`config.mk`:
```
export PLATFORM = sky130hd
export DESIGN_NAME = mult_seq
export DESIGN_NICKNAME = d
export VERILOG_FILES = /design/src/rtl/mult_pkg.sv /design/src/rtl/mult_pp_gen.sv /design/src/rtl/mult_seq.sv
export SDC_FILE = /design/constraint.sdc
export NUM_CORES = 1
export LEC_CHECK = 0
export ABC_AREA = 0
export CAP_MARGIN = 40
export CORE_ASPECT_RATIO = 1.1
export CORE_MARGIN = 10
export CORE_UTILIZATION = 55
export CTS_BUF_LIST = sky130_fd_sc_hd__clkbuf_16
export CTS_CLUSTER_DIAMETER = 200
export DETAILED_ROUTE_END_ITERATION = 10
export PLACE_DENSITY_LB_ADDON = 0.05
export RECOVER_POWER = 50
export SLEW_MARGIN = 25
export SYNTH_ARGS = -nofsm -noshare
export SYNTH_HDL_FRONTEND = slang
export SYNTH_SLANG_ARGS = --single-unit
```
`constraint.sdc`:
```
create_clock -name clk_i -period 7.8 [get_ports clk_i]
set_clock_uncertainty 0.2 [all_clocks]
set_input_delay 1.56 -clock clk_i [delete_from_list [all_inputs] [get_ports clk_i]]
set_output_delay 1.56 -clock clk_i [all_outputs]
set_load 0.02 [all_outputs]
```
`src/rtl/mult_pkg.sv`:
```
// Shared types and limits for the sequential shift-add multiplier.
package mult_pkg;

  typedef enum logic [1:0] {
    IDLE = 2'b00,
    WORK = 2'b01,
    DONE = 2'b10
  } state_t;

  localparam int MULT_WIDTH_MAX = 32;

endpackage

```
`src/rtl/mult_pp_gen.sv`:
```
// Partial-product generator: extends the multiplicand to 2*WIDTH bits (sign or zero),
// gates it with the current multiplier bit and aligns it to the step position.
module mult_pp_gen
  import mult_pkg::*;
#(
  parameter int WIDTH = 8,
  parameter int CNT_W = $clog2(WIDTH)
) (
  input  logic [WIDTH-1:0]   a,
  input  logic               b_bit,
  input  logic [CNT_W-1:0]   ctr,
  input  logic               sgn,
  output logic [2*WIDTH-1:0] pp
);

  logic [2*WIDTH-1:0] ext;

  always_comb begin
    if (sgn) begin
      ext = {{WIDTH{a[WIDTH-1]}}, a};
    end else begin
      ext = {{WIDTH{1'b0}}, a};
    end
    if (b_bit) begin
      pp = ext << ctr;
    end else begin
      pp = '0;
    end
  end

endmodule

```
`src/rtl/mult_seq.sv`:
```
// Sequential shift-add multiplier, unsigned or two's-complement, one multiplier bit per clock.
// Optional MULT_SEQ_EARLY_EXIT_EN ends the run once no higher multiplier bits remain set.
module mult_seq
  import mult_pkg::*;
#(
  parameter int WIDTH = 8
) (
  input  logic                 clk_i,
  input  logic                 rst_i,
  input  logic [WIDTH-1:0]     a_bi,
  input  logic [WIDTH-1:0]     b_bi,
  input  logic                 signed_i,
  input  logic                 start_i,
  output logic                 busy_o,
  output logic                 valid_o,
  output logic [2*WIDTH-1:0]   y_bo
);

  localparam int CNT_W = $clog2(WIDTH);

  state_t             state;
  state_t             state_next;
  logic [CNT_W-1:0]   ctr;
  logic [WIDTH-1:0]   a_lat;
  logic [WIDTH-1:0]   b_lat;
  logic               sgn_lat;
  logic [2*WIDTH-1:0] acc;
  logic [2*WIDTH-1:0] acc_next;
  logic [2*WIDTH-1:0] pp;
  logic [2*WIDTH-1:0] y_reg;
  logic               busy_reg;
  logic               valid_reg;
  logic               top_step;
  logic               last_step;

  mult_pp_gen #(
    .WIDTH (WIDTH),
    .CNT_W (CNT_W)
  ) u_pp_gen (
    .a     (a_lat),
    .b_bit (b_lat[ctr]),
    .ctr   (ctr),
    .sgn   (sgn_lat),
    .pp    (pp)
  );

  always_comb begin
    state_next = state;
    top_step   = (ctr == CNT_W'(WIDTH - 1));
`ifdef MULT_SEQ_EARLY_EXIT_EN
    last_step  = top_step || (((b_lat >> ctr) >> 1'b1) == '0);
`else
    last_step  = top_step;
`endif
    // The sign bit of a two's-complement multiplier carries weight -2^(WIDTH-1).
    if (sgn_lat && top_step) begin
      acc_next = acc - pp;
    end else begin
      acc_next = acc + pp;
    end
    case (state)
      IDLE: begin
        if (start_i) begin
          state_next = WORK;
        end else begin
          state_next = IDLE;
        end
      end
      WORK: begin
        if (last_step) begin
          state_next = DONE;
        end else begin
          state_next = WORK;
        end
      end
      DONE:    state_next = IDLE;
      default: state_next = IDLE;
    endcase
  end

  always_ff @(posedge clk_i or posedge rst_i) begin
    if (rst_i) begin
      state     <= IDLE;
      ctr       <= '0;
      a_lat     <= '0;
      b_lat     <= '0;
      sgn_lat   <= 1'b0;
      acc       <= '0;
      y_reg     <= '0;
      busy_reg  <= 1'b0;
      valid_reg <= 1'b0;
    end else begin
      state     <= state_next;
      busy_reg  <= (state_next != IDLE);
      valid_reg <= (state_next == DONE);
      case (state)
        IDLE: begin
          if (start_i) begin
            a_lat   <= a_bi;
            b_lat   <= b_bi;
            sgn_lat <= signed_i;
            acc     <= '0;
            ctr     <= '0;
          end
        end
        WORK: begin
          if (last_step) begin
            y_reg <= acc_next;
          end else begin
            acc <= acc_next;
            ctr <= ctr + CNT_W'(1);
          end
        end
        default: begin
        end
      endcase
    end
  end

  assign busy_o  = busy_reg;
  assign valid_o = valid_reg;
  assign y_bo    = y_reg;

endmodule

```
==> metrics, run 1 <==
result of the run finished with violations; violations in the final reports max-capacitance violations, max-slew violations; Setup Fix Bufs, Post-CTS 0; worst path required time 7.76 ns; Worst Path Max Fanout 19; proportion of layout cells with a drive suffix above 1 11.6%; count of nets left with antenna violations after detail routing 0; cell count of the worst reg-to-reg path 19; CP max stage cell sky130_fd_sc_hd__mux4_2; Final Setup Violations 0; share of synthesized area occupied by flip-flops and latches 38.4%; pin count of the biggest net entering global routing 57; Syn Area/Cell 9.70 µm²; Die Y-Extent 105 µm; clock tree from TritonCTS built; WHS Path Cells 2; total routing usage reported by global routing 16.1%; number of synthesized flops with an enable pin 0; initial detailed-routing violation count 110; slew at the pin closest to its max-slew limit 2.96 ns; detailed-route DRC error count 0; YS warnings 0; number of top-level design ports 38; CORE AREA 6520 µm²; RR Startpoint ctr[0]$_DFFE_PP0P_; leading register cell type out of synthesis sky130_fd_sc_hd__dfrtp_1; RR Endpoint y_bo[15]$_DFFE_PP0P_; setup repair after global routing missed its margin false; number of buffers on the longest clock path 2; shortest clock period the worst path allows after layout 4.82 ns; count of endpoints failing hold in the final timing report 0; cell family with most CP delay simple AND/OR/NAND/NOR gates; Root Driver sky130_fd_sc_hd__clkbuf_16; cells along the critical path buf_8 -> mux4_2 -> and2_0 -> nand2_1 -> ha_1 -> nand2_1 -> nor3_2 -> a31oi_2 -> a21o_1 -> or3_1 -> o211ai_1 -> ha_1 -> a21oi_1 -> o21ai_0 -> a21oi_1 -> o21ai_1 -> xnor2_1 -> xor2_1 -> o21ai_1; flip-flop and latch count after synthesis 56; clock-pin slew reported for the worst setup and hold paths after clock tree synthesis 0.07 ns; final count of pins violating max slew 57; latest clock arrival within the worst-skew pair 0.29 ns; die width 97.7 µm; Placer Congestion 0.930; Max Clk Rate 208 MHz; Synth async-reset ratio 100%; Worst Hold Launch y_bo[5]$_DFFE_PP0P_; Post-CTS Hold Buffers 0; maximum capacitance violations 1; slack of the worst reg-to-reg path 2.98 ns; path category of the worst min-delay check register to register; clock buffer count from CTS 5; H-tree level count 2; Relative slew margins -97.1%; antenna diode count 0; most frequent standard cell in the layout excluding fill and tap cells sky130_fd_sc_hd__dfrtp_1; fin crit share 61.7%; synthesized cell area 3650 µm²; number of vias after detailed routing 2876; total number of placement rows 31; WL final 8.33 mm; average vias per placed instance 5.80; count of input and output buffers 37; crit path capture type register; count of instances resized after the clock tree is built 0; final total negative setup slack 0 ns; net count of the mapped netlist 415; delay of the slowest critical-path stage 0.59 ns; final global-route overflow total 0; area overhead of the layout relative to synthesis 16.4%; via count of the first global-routing pass 2937; Place WS 2.73 ns; number of nets in the finished design 452; hold path endpoint y_bo[5]$_DFFE_PP0P_; number of sinks handled by clock tree synthesis 56; arrival time at the worst endpoint 4.78 ns; antenna violations before repair 0; Die Outline Area 10300 µm²; type of the setup path with the least slack register to register; wire length of the first global-routing pass 14.2 mm; most used cells in the layout excluding fill and tap cells sky130_fd_sc_hd__dfrtp_1, sky130_fd_sc_hd__nand2_1, sky130_fd_sc_hd__clkdlybuf4s50_1; post-detailed-route wirelength per cell 16.8 µm; startpoint types register; dpl hpwl 6.39 mm; instance count of the mapped netlist 376; count of buffering cells on the critical path with inverters included 1; number of distinct library cells after synthesis 55; initial core utilization 56.0%; least setup slack across all paths after layout 2.98 ns; number of search-and-repair iterations in the first detailed-routing pass 4
[worst register-to-register path: stages (launching register included)]
cell and delay [ns]:
sky130_fd_sc_hd__dfrtp_1 0.44, sky130_fd_sc_hd__buf_8 0.21, sky130_fd_sc_hd__mux4_2 0.60, sky130_fd_sc_hd__and2_0 0.31, sky130_fd_sc_hd__nand2_1 0.15, sky130_fd_sc_hd__ha_1 0.22
sky130_fd_sc_hd__nand2_1 0.08, sky130_fd_sc_hd__nor3_2 0.27, sky130_fd_sc_hd__a31oi_2 0.18, sky130_fd_sc_hd__a21o_1 0.22, sky130_fd_sc_hd__or3_1 0.35, sky130_fd_sc_hd__o211ai_1 0.10
sky130_fd_sc_hd__ha_1 0.32, sky130_fd_sc_hd__a21oi_1 0.16, sky130_fd_sc_hd__o21ai_0 0.09, sky130_fd_sc_hd__a21oi_1 0.15, sky130_fd_sc_hd__o21ai_1 0.09, sky130_fd_sc_hd__xnor2_1 0.29
sky130_fd_sc_hd__xor2_1 0.19, sky130_fd_sc_hd__o21ai_1 0.07
[layer usage]
layer  global-route usage [%]  part of all wire (%)
met5                        0                     0
met1                     20.0                    45
met4                     4.05                  0.66
met3                     3.07                   3.8
met2                     27.9                    51
[worst max path at each step]
stage | cells past startpoint | to | slack, ns | start
final | 19 | y_bo[15]$_DFFE_PP0P_ | 2.98 | ctr[0]$_DFFE_PP0P_
after global routing | 3 | acc[10]$_DFFE_PP0P_ | 2.46 | rst_i
after CTS | 18 | y_bo[15]$_DFFE_PP0P_ | 2.74 | ctr[0]$_DFFE_PP0P_
after detailed placement | 18 | y_bo[15]$_DFFE_PP0P_ | 2.73 | ctr[0]$_DFFE_PP0P_
after global placement | 18 | y_bo[15]$_DFFE_PP0P_ | 2.90 | ctr[0]$_DFFE_PP0P_
after floorplan | 19 | y_bo[15]$_DFFE_PP0P_ | 3.59 | ctr[0]$_DFFE_PP0P_
[Yosys cell counts (2+ instances only)]
cell | instances | area share (%)
sky130_fd_sc_hd__o211ai_1 | 2 | 0.41
sky130_fd_sc_hd__or3_1 | 5 | 0.86
sky130_fd_sc_hd__a22o_1 | 13 | 3.1
sky130_fd_sc_hd__a21o_1 | 5 | 1.0
sky130_fd_sc_hd__buf_1 | 2 | 0.21
sky130_fd_sc_hd__a21oi_1 | 20 | 2.7
sky130_fd_sc_hd__o21ai_1 | 11 | 1.5
sky130_fd_sc_hd__inv_1 | 17 | 1.7
sky130_fd_sc_hd__a211oi_1 | 4 | 0.82
sky130_fd_sc_hd__xnor2_1 | 16 | 3.8
sky130_fd_sc_hd__xor2_1 | 7 | 1.7
sky130_fd_sc_hd__o31ai_1 | 2 | 0.41
sky130_fd_sc_hd__and3_1 | 5 | 0.86
sky130_fd_sc_hd__nand3_1 | 8 | 1.1
sky130_fd_sc_hd__o21a_1 | 3 | 0.62
sky130_fd_sc_hd__mux2i_1 | 5 | 1.4
sky130_fd_sc_hd__nand2b_1 | 6 | 1.0
sky130_fd_sc_hd__clkbuf_1 | 8 | 0.82
sky130_fd_sc_hd__dfrtp_1 | 56 | 38
sky130_fd_sc_hd__nor3_1 | 7 | 0.96
sky130_fd_sc_hd__mux4_2 | 5 | 3.1
sky130_fd_sc_hd__nand2_1 | 45 | 4.6
sky130_fd_sc_hd__mux2_2 | 26 | 8.0
sky130_fd_sc_hd__ha_1 | 18 | 6.2
sky130_fd_sc_hd__o41ai_1 | 2 | 0.48
sky130_fd_sc_hd__and2_1 | 4 | 0.69
sky130_fd_sc_hd__nor2_1 | 20 | 2.1
sky130_fd_sc_hd__nor2b_1 | 7 | 1.2
sky130_fd_sc_hd__o21ai_0 | 21 | 2.9
[cells by family (layout without fill, tap and decap cells)]
logic type	after synthesis	in the layout	share of synthesized area [%]
AOI/OAI and AO/OA	93	93	16.6
and+or+nand+nor	116	116	15.5
DFF	56	56	38.4
adders and majority gates	19	19	6.72
xor gates and xnor gates	23	23	5.52
muxes	39	39	13.9
buffers and inverters	30	68	3.33
[flip-flops by register name, indices dropped and copies added (netlist names)]
| name | cells |
|---|---|
| ctr | 3 |
| busy_o | 1 |
| b_lat | 8 |
| a_lat | 8 |
| state | 2 |
| acc | 16 |
| valid_o | 1 |
| sgn_lat | 1 |
| y_bo | 16 |
[area by class of cell]
| class | instances | area [µm²] |
|---|---|---|
| Fill cell | 575 | 2270 |
| Sequential cell | 56 | 1400 |
| Timing Repair Buffer | 42 | 408 |
| Multi-Input combinational cell | 290 | 2130 |
| Inverter | 18 | 67.6 |
| Tap cell | 82 | 103 |
| Clock inverter | 3 | 15.0 |
| Clock buffer | 5 | 125 |
[metrics by stage]
stage	area [µm²]	hold slack, ns	instances	util [%]
6_report	4250	0.278	496	65.1
5_1_grt	4250	0.316	496	65.1
4_1_cts	4240	0.280	495	65.1
3_5_place_dp	4100	0.262	487	63.0
3_3_place_gp	4100	0.257	487	63.0
2_1_floorplan	3650	0.238	376	-
Power of run 1 is left out: the tool's default activity adds up to more than one toggle a clock period on the data nets, which glitch-free logic cannot reach.
==> run 2, diff against run 1 <==
--- a/config.mk
+++ b/config.mk
@@ -9,7 +9,7 @@
 export CAP_MARGIN = 40
 export CORE_ASPECT_RATIO = 1.1
 export CORE_MARGIN = 10
-export CORE_UTILIZATION = 55
+export CORE_UTILIZATION = 52
 export CTS_BUF_LIST = sky130_fd_sc_hd__clkbuf_16
 export CTS_CLUSTER_DIAMETER = 200
 export DETAILED_ROUTE_END_ITERATION = 10
==> constraint.sdc (replaced) <==
create_clock -name clk_i -period 4.31 [get_ports clk_i]
set_clock_uncertainty 0.2 [all_clocks]
set_input_delay 0.862 -clock clk_i [delete_from_list [all_inputs] [get_ports clk_i]]
set_output_delay 0.862 -clock clk_i [all_outputs]
set_load 0.02 [all_outputs]
==> metrics, run 2 (synthesis gave the netlist of run 1 again) <==
final global-route overflow total 0 (unchanged); crit path capture type register; count of endpoints failing hold in the final timing report 0 (unchanged); clock tree from TritonCTS built; latest clock arrival within the worst-skew pair 0.29 ns (about the same); most frequent standard cell in the layout excluding fill and tap cells sky130_fd_sc_hd__dfrtp_1; Root Driver sky130_fd_sc_hd__clkbuf_16; number of top-level design ports 38 (unchanged); total number of placement rows 31 (unchanged); Max Clk Rate 242 MHz (+16%); final total negative setup slack 0 ns (unchanged); type of the setup path with the least slack register to register; GR Layer Usage met2 27.8% (-0.17 points); wire length of the first global-routing pass 14.1 mm (-1.0%); dpl hpwl 6.37 mm (-0.28%); Final Setup Violations 0 (unchanged); pin count of the biggest net entering global routing 35 (-39%); clock buffer count from CTS 5 (unchanged); detailed-route DRC error count 0 (unchanged); shortest clock period the worst path allows after layout 4.14 ns (-0.677 ns); path category of the worst min-delay check register to register; Placer Congestion 0.907 (-2.5%); count of nets left with antenna violations after detail routing 0 (unchanged); number of search-and-repair iterations in the first detailed-routing pass 4 (unchanged); most used cells in the layout excluding fill and tap cells sky130_fd_sc_hd__dfrtp_1, sky130_fd_sc_hd__nand2_1, sky130_fd_sc_hd__clkdlybuf4s50_1; startpoint types register; number of standard cells in the layout, taps in and fillers out 521 (+5.0%); slew at the pin closest to its max-slew limit 1.29 ns (-1.66 ns); Die Y-Extent 108 µm (+2.3%); fin crit share 96.0% (+34 points); highest-utilization routing layer at the global route stage met2; result of the run completed; Worst Path Max Fanout 6 (-13); number of buffers on the longest clock path 2 (unchanged); number of sinks handled by clock tree synthesis 56 (unchanged); proportion of layout cells with a drive suffix above 1 23.9% (+12 points); initial detailed-routing violation count 153 (+39%); number of vias after detailed routing 2913 (+1.3%); arrival time at the worst endpoint 4.11 ns (-0.67 ns); total routing usage reported by global routing 15.7% (-0.40 points); Die Outline Area 10800 µm² (+4.6%); post-detailed-route wirelength per cell 16.1 µm (-4.1%); utilization after layout 69.7% (+4.5 points); number of nets in the finished design 477 (+5.5%); antenna violations before repair 0 (unchanged); final count of pins violating max slew 0 (-100%); WL final 8.38 mm (+0.68%); met1 Use GR 19.3% (-0.67 points); count of input and output buffers 37 (unchanged); fraction of met3 tracks used by global routing 2.89% (-0.18 points); worst path required time 4.28 ns (-3.48 ns); Relative slew margins 13.7% (+110 points); clock-pin slew reported for the worst setup and hold paths after clock tree synthesis 0.07 ns (about the same); area overhead of the layout relative to synthesis 28.2%; CORE AREA 6710 µm² (+3.0%); via count of the first global-routing pass 2950 (+0.44%); die width 99.9 µm (+2.3%); initial core utilization 54.4% (-1.6 points); Post-CTS Hold Buffers 0 (unchanged); H-tree level count 2 (unchanged); cell count after placement 500 (+2.7%); average vias per placed instance 5.59 (-3.6%); antenna diode count 0 (unchanged); maximum capacitance violations 0 (-1)
## run 2: cell count changes in the layout (fill, tap and decap cells not counted), sizes merged
cell      delta
bufinv       +1
buf         +23
inv          +2
clkbuf       +1
clkinvlp     -1
bufbuf       +1
clkinv       -2
## run 2: cell type report
type | instances | area (µm²)
clock buffer | 5 | 125
fill | 518 | 2030
tap | 82 | 103
timing repair buffer | 67 | 647
sequential | 56 | 1400
inverter | 18 | 67.6
clock inverter | 3 | 42.5
multi-input combinational | 290 | 2290
## run 2: worst paths after layout
check                               startpoint  slack [ns]                   end  cells past startpoint
min in group asynchronous                rst_i        1.17  b_lat[1]$_DFFE_PP0P_                      2
min                        y_bo[5]$_DFFE_PP0P_        0.28   y_bo[5]$_DFFE_PP0P_                      2
max in group asynchronous                rst_i        1.06   acc[13]$_DFFE_PP0P_                      3
max                         ctr[0]$_DFFE_PP0P_        0.17  y_bo[12]$_DFFE_PP0P_                     15
max reg2reg                 ctr[0]$_DFFE_PP0P_        0.17  y_bo[12]$_DFFE_PP0P_                     15
min reg2reg                y_bo[5]$_DFFE_PP0P_        0.28   y_bo[5]$_DFFE_PP0P_                      2
## run 2: per-stage QoR
stage	hold WS [ns]	worst slack, ns	area, µm²
6_report	0.276	0.171	4680
5_1_grt	0.316	-0.0508	4680
4_1_cts	0.282	0.00471	4430
3_5_place_dp	0.264	-0.0690	4210
3_3_place_gp	0.258	-0.0560	4210
2_1_floorplan	0.238	0.0952	3650
## run 2: per-layer routing
metal	part of all wire [%]	vias up
met5	0	-
met4	1.1	0
met3	3.8	9
met2	52	50
met1	43	1384
li1	-	1470
## run 2: repair_timing
action	CTS	global route
resized for setup	2	39
endpoints found under the hold margin	0	0
setup buffers	1	11
cloned	1	1
setup endpoints to repair	6	9
pin swaps	2	20
## run 2: worst max-delay path, stage by stage (launching register included)
cell,delay (ns)
sky130_fd_sc_hd__dfrtp_2,0.45
sky130_fd_sc_hd__mux4_2,0.54
sky130_fd_sc_hd__buf_6,0.15
sky130_fd_sc_hd__and3_4,0.16
sky130_fd_sc_hd__a31o_4,0.23
sky130_fd_sc_hd__nor3_4,0.22
sky130_fd_sc_hd__nor2_1,0.08
sky130_fd_sc_hd__xor2_1,0.16
sky130_fd_sc_hd__ha_1,0.34
sky130_fd_sc_hd__or2_2,0.33
sky130_fd_sc_hd__a21oi_4,0.17
sky130_fd_sc_hd__a211oi_2,0.08
sky130_fd_sc_hd__or3_4,0.39
sky130_fd_sc_hd__a21oi_2,0.15
sky130_fd_sc_hd__xnor2_1,0.09
sky130_fd_sc_hd__mux2_2,0.26
Power of run 2 is left out for the same reason.
==> run 3, diff against run 2 <==
--- a/config.mk
+++ b/config.mk
@@ -13,7 +13,7 @@
 export CTS_BUF_LIST = sky130_fd_sc_hd__clkbuf_16
 export CTS_CLUSTER_DIAMETER = 200
 export DETAILED_ROUTE_END_ITERATION = 10
-export PLACE_DENSITY_LB_ADDON = 0.05
+export PLACE_DENSITY = 0.82
 export RECOVER_POWER = 50
 export SLEW_MARGIN = 25
 export SYNTH_ARGS = -nofsm -noshare
==> metrics, run 3 (synthesis gave the netlist of run 1 again) <==
result of the run finished with violations; violations in the final reports max-capacitance violations, max-slew violations, negative setup slack; most prevalent standard cell on the critical path sky130_fd_sc_hd__buf_4; average vias per placed instance 5.92 (+5.9%); number of top-level design ports 38 (unchanged); Root Driver sky130_fd_sc_hd__clkbuf_16; dpl hpwl 6.36 mm (-0.16%); wire length of the first global-routing pass 14.0 mm (-0.39%); antenna diode count 0 (unchanged); count of input and output buffers 37 (unchanged); pin count of the biggest net entering global routing 57 (+63%); detailed-route DRC error count 0 (unchanged); initial detailed-routing violation count 171 (+12%); area overhead of the layout relative to synthesis 29.1%; type of the setup path with the least slack register to register; Max Clk Rate 232 MHz (-4.0%); number of nets in the finished design 483 (+1.3%); CORE AREA 6710 µm² (unchanged); Final Setup Violations 1 (+1); fin crit share 100% (+4.0 points); number of vias after detailed routing 3121 (+7.1%); Worst Path Max Fanout 6 (unchanged); die width 99.9 µm (unchanged); least setup slack across all paths after layout -0.000603 ns (-0.171 ns); Relative slew margins -58.1% (-72 points); Place WS -0.0738 ns (-0.00480 ns); clock buffer count from CTS 5 (unchanged); most frequent standard cell in the layout excluding fill and tap cells sky130_fd_sc_hd__dfrtp_1; delay of the slowest critical-path stage 0.45 ns (-0.09 ns); total routing usage reported by global routing 15.5% (-0.17 points); Die Outline Area 10800 µm² (unchanged); antenna violations before repair 0 (unchanged); maximum capacitance violations 1 (+1); number of search-and-repair iterations in the first detailed-routing pass 5 (+1); fin area 4710 µm² (+0.70%); via count of the first global-routing pass 3016 (+2.2%); count of nets left with antenna violations after detail routing 0 (unchanged); cells along the critical path buf_12 -> buf_4 -> mux2_1 -> mux2i_2 -> o2111ai_2 -> a211oi_2 -> a21oi_1 -> xnor2_1 -> ha_1 -> and2_1 -> o21ai_0 -> o21ai_2 -> o41ai_2 -> buf_4 -> o21bai_1 -> a21o_1 -> xnor2_2 -> mux2_2; total number of placement rows 31 (unchanged); shortest clock period the worst path allows after layout 4.31 ns (+0.171 ns); proportion of layout cells with a drive suffix above 1 25.2% (+1.3 points); utilization after layout 70.2% (+0.48 points); number of buffers on the longest clock path 2 (unchanged); clock tree from TritonCTS built; arrival time at the worst endpoint 4.29 ns (+0.18 ns); path category of the worst min-delay check register to register; startpoint types register; worst path required time 4.29 ns (about the same); setup repair after global routing missed its margin true; final hold slack 0.279 ns (+0.00308 ns); CP max stage cell sky130_fd_sc_hd__dfrtp_2; post-detailed-route wirelength per cell 17.2 µm (+6.9%); most used cells in the layout excluding fill and tap cells sky130_fd_sc_hd__dfrtp_1, sky130_fd_sc_hd__nand2_1, sky130_fd_sc_hd__clkdlybuf4s50_1; crit path capture type register; latest clock arrival within the worst-skew pair 0.29 ns (about the same); final global-route overflow total 0 (unchanged); WL final 9.07 mm (+8.1%); final count of pins violating max slew 57 (+57); count of endpoints failing hold in the final timing report 0 (unchanged); initial core utilization 54.4% (unchanged); slack of the worst reg-to-reg path -0.0006 ns (-0.17 ns); clock-pin slew reported for the worst setup and hold paths after clock tree synthesis 0.07 ns (about the same); post-detailed-placement cell area 4210 µm² (-0.12%); Die Y-Extent 108 µm (unchanged); number of sinks handled by clock tree synthesis 56 (unchanged); H-tree level count 2 (unchanged); Placer Congestion 0.950 (+4.8%); slew at the pin closest to its max-slew limit 2.36 ns (+1.07 ns)
-- run 3: timing repair --
| item | in CTS | in global routing |
|---|---|---|
| cloned | 1 | 0 |
| setup buffers | 2 | 18 |
| setup endpoints to repair | 4 | 8 |
| pin swaps | 3 | 22 |
| hold buffers | 0 | 0 |
| resized for setup | 3 | 40 |
-- run 3: final timing paths --
check	cells past startpoint	end	from
worst max-delay path	18	y_bo[13]$_DFFE_PP0P_	ctr[0]$_DFFE_PP0P_
worst min-delay path	2	y_bo[8]$_DFFE_PP0P_	y_bo[8]$_DFFE_PP0P_
worst max register to register	18	y_bo[13]$_DFFE_PP0P_	ctr[0]$_DFFE_PP0P_
worst min register to register	2	y_bo[8]$_DFFE_PP0P_	y_bo[8]$_DFFE_PP0P_
max in group asynchronous	2	ctr[0]$_DFFE_PP0P_	rst_i
min in group asynchronous	2	y_bo[2]$_DFFE_PP0P_	rst_i
-- run 3: layout make-up --
class	count	area, µm²
Clock buffer	5	125
Fill cell	477	2000
Clock inverter	3	42.5
Inverter	18	68.8
Sequential cell	56	1400
Tap cell	82	103
Timing Repair Buffer	73	682
Multi-Input combinational cell	290	2290
-- run 3: layer usage --
layer | GRT usage (%) | up-vias | wire, µm
met3 | 3.53 | 28 | 467
met5 | 0 | - | 0
met4 | 6.25 | 0 | 292
met2 | 27.5 | 98 | 4680
met1 | 17.5 | 1509 | 3630
li1 | - | 1486 | -
-- run 3: worst max-delay path: cells and delay by family, from the launching register on --
kind / cells / cell delay [ns]
simple gates: 1 / 0.17
buf+inv: 3 / 0.48
mux: 3 / 0.81
flops: 1 / 0.45
compound gates: 8 / 1.43
xor+xnor: 2 / 0.33
fa+ha+maj: 1 / 0.32
-- run 3: through the flow --
stage                      TNS (ns)  std cells
after detailed placement     -0.179        499
after global placement            0        499
final                     -0.000603        527
after global routing         -0.467        527
after floorplan                   0        376
after CTS                         0        510
Power of run 3 is left out for the same reason.
